### src/rtl/seq_array_multiplier.sv
// Sequential shift-add multiplier: retires one multiplier bit per clock, signed or unsigned,
// with a valid/ready handshake on both the operand and the product side.
module seq_array_multiplier #(
  parameter int M = 4,
  parameter int N = 4
) (
  input  logic           clk,
  input  logic           rst_n,
  input  logic           in_valid,
  output logic           in_ready,
  input  logic [M-1:0]   a,
  input  logic [N-1:0]   x,
  input  logic           signed_mode,
  output logic           out_valid,
  input  logic           out_ready,
  output logic [M+N-1:0] product
);

  localparam int W  = M + N;
  localparam int CW = (N > 1) ? $clog2(N) : 1;
  localparam logic [CW-1:0] LAST = CW'(N - 1);

  typedef enum logic [1:0] {IDLE, RUN, DONE} state_t;

  state_t          state, state_next;
  logic [M-1:0]    a_q;
  logic [N-1:0]    x_q;
  logic            sgn_q;
  logic [W-1:0]    acc, acc_next, a_ext, pp;
  logic [CW-1:0]   cnt;
  logic            accept, handshake, last_bit;

  assign in_ready  = (state == IDLE) & rst_n;
  assign accept    = in_valid & in_ready;
  assign handshake = out_valid & out_ready;
  assign last_bit  = (cnt == LAST);

  // NOTE: every signal written here gets a default first, so no path can leave it
  // unassigned and infer a latch.
  always_comb begin
    state_next = state;
    case (state)
      IDLE:    if (accept)    state_next = RUN;
      RUN:     if (last_bit)  state_next = DONE;
      DONE:    if (out_ready) state_next = IDLE;
      default:                state_next = IDLE;
    endcase
  end

  // In signed mode the top multiplier bit carries weight -2^(N-1), so its row is subtracted.
  always_comb begin
    a_ext    = {{N{sgn_q & a_q[M-1]}}, a_q};
    pp       = x_q[cnt] ? (a_ext << cnt) : '0;
    acc_next = (sgn_q && last_bit) ? (acc - pp) : (acc + pp);
  end

  // NOTE: sequential state uses non-blocking assignments so every register samples
  // the pre-edge values regardless of statement order.
  always_ff @(posedge clk) begin
    if (!rst_n) state <= IDLE;
    else        state <= state_next;
  end

  // NOTE: the operand registers are not reset; they are always loaded on accept before
  // they are read, so resetting them would only add reset fan-out.
  always_ff @(posedge clk) begin
    if (!rst_n) begin
      acc       <= '0;
      cnt       <= '0;
      product   <= '0;
      out_valid <= 1'b0;
    end else begin
      if (accept) begin
        a_q   <= a;
        x_q   <= x;
        sgn_q <= signed_mode;
        acc   <= '0;
        cnt   <= '0;
      end
      if (state == RUN) begin
        acc <= acc_next;
        cnt <= cnt + CW'(1);
        if (last_bit) begin
          out_valid <= 1'b1;
          product   <= acc_next;
        end
      end
      if (handshake) out_valid <= 1'b0;
    end
  end

endmodule

### config.mk
export PLATFORM = sky130hd
export DESIGN_NAME = seq_array_multiplier
export DESIGN_NICKNAME = d
export VERILOG_FILES = /design/src/rtl/seq_array_multiplier.sv
export SDC_FILE = /design/constraint.sdc
export NUM_CORES = 1
export LEC_CHECK = 0
export BUFFER_PORTS_ARGS = -buffer_cell sky130_fd_sc_hd__buf_4
export CELL_PAD_IN_SITES_DETAIL_PLACEMENT = 0
export CELL_PAD_IN_SITES_GLOBAL_PLACEMENT = 1
export CORE_AREA = 2 2 72 74
export DETAILED_ROUTE_END_ITERATION = 6
export DIE_AREA = 0 0 74 76
export PLACE_DENSITY = 0.81
export SLEW_MARGIN = 5
export SYNTH_ARGS = -nofsm -noshare
export SYNTH_HDL_FRONTEND = slang
export SYNTH_SLANG_ARGS = --single-unit
### constraint.sdc
create_clock -name clk -period 3.8 [get_ports clk]
set_input_delay 0.76 -clock clk [delete_from_list [all_inputs] [get_ports clk]]
set_output_delay 0.76 -clock clk [all_outputs]
set_load 0.05 [all_outputs]
==> flow_metrics.env <==
export IMPL_dr_pass1_iters=5
export IMPL_cp_required_ns=4.00
export IMPL_ys_flop_type="dfxtp_1"
export IMPL_vias=1533
export IMPL_core_um2=4910
export IMPL_seq_area_frac_synth_pct=37.3
export IMPL_reg2reg_slack_ns=0.35
export IMPL_via_per_inst=5.03
export IMPL_skew_ns=0.00899
export IMPL_p_int_uw=623
export IMPL_worstPathArrival_ns=3.65
export IMPL_track_usage_pct=15.6
export IMPL_startpoint_type="flip-flop"
export IMPL_hpwl_um=2990
export IMPL_final_cell_area_um2=2180
export IMPL_root_buffer="clkbuf_8"
export IMPL_power_uw=905
export IMPL_switching_power_uw=282
export IMPL_ant_nets=0
export IMPL_syn_to_final_growth_pct=17.8
export IMPL_synth_nets=232
export IMPL_final_common_cell="nor2_1"
export IMPL_power_density_nw_per_um2=415
export IMPL_grt_max_degree=18
export IMPL_layout_drive_gt1_share_pct=20.9
export IMPL_top_level_ports=23
export IMPL_grt_pass1_vias=1459
export IMPL_placed_cells=297
export IMPL_cts_tree="yes"
export IMPL_hold_buffers=0
export IMPL_wl_per_cell_um=12.7
export IMPL_grt_antenna_before_repair=0
export IMPL_maxSlewHeadroom_pct=58.4
export IMPL_grt_pass1_wl_um=6830
export IMPL_cts_resized=0
export IMPL_port_buffers=22
export IMPL_cts_max_path_buffers=2
export IMPL_drc_errors=0
export IMPL_initial_core_util_pct=37.7
export IMPL_fin_util_pct=44.4
export IMPL_synth_warnings=0
export IMPL_worst_slew_pin_slew_ns=0.622
export IMPL_rows=26
export IMPL_place_area_um2=2090
export IMPL_ys_async_sr_fraction_pct=0
export IMPL_p_sw_share_pct=31.1
export IMPL_rsz0062_at_grt="no"
export IMPL_path_class="reg2reg"
export IMPL_min_path_type="reg2reg"
export IMPL_cts_made_buffers=5
export IMPL_syn_area_per_cell_um2=8.85
export IMPL_fp_dieW_um=74
export IMPL_cts_sinks=30
export IMPL_synthCells=209
export IMPL_setup_viol=0
export IMPL_p_comb_share_pct=30.6
export IMPL_final_nets=257
export IMPL_globalplace_congestion=0.810
export IMPL_finalNonFillerCells=305
export IMPL_maxSlewViolCount=0
export IMPL_path_clk_slew_ns=0.07
export IMPL_worst_skew_pair_late_latency_ns=0.28
export IMPL_initialDrtViolationCount=102
export IMPL_p_leak_uw=0.000872
export IMPL_synth_cell_type_count=49
export IMPL_fin_tns_setup_ns=0
export IMPL_synth_seq_cells=30
export IMPL_totalWireLength_um=3880
export IMPL_cts_max_level=2
export IMPL_clock_power_share_pct=29.2
export IMPL_grt_overflow=0
export IMPL_dieArea_um2=5620
export IMPL_final_cell_mix="nor2_1 (32), buf_4 (27), nand2_1 (23), dfxtp_1 (21), a21oi_1 (14)"
export IMPL_fin_crit_ns=3.45
export IMPL_endpoint_kind="flip-flop"
export IMPL_finalHoldViolCount=0
export IMPL_post_cts_buffers=0
export IMPL_clock_fmax_mhz=290
export IMPL_synth_edf_count=9
export IMPL_peakVddDrop_v=0.000300
export IMPL_crit_path_max_fanout=10
export IMPL_p_seq_share_pct=40.3
export IMPL_netlist_area_um2=1850
export IMPL_die_h_um=76
export IMPL_diodes=0
export IMPL_drv_cap=0
export IMPL_min_period_over_period_pct=90.8
export IMPL_status="finished clean"
==> layout make-up <==
class,instances,area (um2)
Fill cell,518,2730
Multi-Input combinational cell,161,1070
Sequential cell,30,691
Timing Repair Buffer,27,203
Tap cell,70,87.6
Clock buffer,7,86.3
Inverter,9,33.8
Clock inverter,1,5.00
==> critical path, stage by stage (launching register included) <==
cell and delay (ns):
dfxtp_1 0.55, mux2_4 0.34, o221a_4 0.29, o31ai_4 0.29, a41oi_1 0.17, xnor2_1 0.16, ha_1 0.20, or4_1 0.53
o22ai_2 0.21, xor2_1 0.11, or4_1 0.40, a31oi_1 0.13
==> flip-flops by register name (all words and copies together), names as in the netlist <==
name / count
acc: 8
product: 8
a_q: 4
x_q: 4
cnt: 2
state: 2
out_valid: 1
sgn_q: 1
==> metrics by stage <==
stage	setup WS, ns	hold slack [ns]
6_report	0.348	0.461
3_5_place_dp	0.356	0.448
4_1_cts	0.344	0.457
5_1_grt	0.0954	0.493
2_1_floorplan	0.417	0.454
3_3_place_gp	0.423	0.446
==> path summary, 6_finish.rpt <==
path,startpoint,to,depth (start not counted)
max,cnt[1],acc[7],11
min,product[3],product[3],2
max reg2reg,cnt[1],acc[7],11
min reg2reg,product[3],product[3],2
==> power groups by stage <==
stage,combinational (uW),clock [uW],sequential (uW)
2_1_floorplan,224,0,367
3_3_place_gp,274,0,371
3_5_place_dp,278,0,371
4_1_cts,279,270,364
5_1_grt,314,287,367
6_report,277,264,365
==> cell usage after synthesis, drive strengths merged, types with 2 or more instances <==
library cell  count  share of area, %
nor2             32               6.5
nand2            24               5.0
dfxtp            21                23
a21oi            14               3.8
o21ai            12               3.4
edfxtp            9                15
ha                9               6.1
inv               8               1.6
xnor2             6               3.2
buf               5               2.0
mux2i             5               2.7
a22oi             4               1.6
and2              4               1.5
and3              4               1.4
clkbuf            4              0.81
o21a              4               1.6
nand2b            3               1.0
nand3             3              0.81
nor2b             3               1.0
nor3b             3               1.2
xor2              3               1.4
a211oi            2              0.81
a31o              2              0.95
a31oi             2              0.68
a41oi             2               1.4
mux2              2               1.4
nand3b            2              0.81
nor3              2              0.54
or4               2              0.81
==> metal layers <==
metal	track usage, %	part of all wire [%]	routed length (um)
met1	21.3	48	1860
met2	24.6	47	1840
met3	3.57	3.3	127
met4	4.36	1.5	57
met5	0	0	0
==> logic make-up (layout without fill, tap and decap cells) <==
logic type,Yosys count,count (layout),synth area share (%)
AOI/OAI and AO/OA,49,49,19.1
xor gates and xnor gates,9,9,4.67
adders and majority gates,10,10,7.17
buffers and inverters,18,44,4.66
DFF,30,30,37.3
muxes,8,8,5.34
and+or+nand+nor,85,85,21.7
Power figures use the tool's default switching activity.
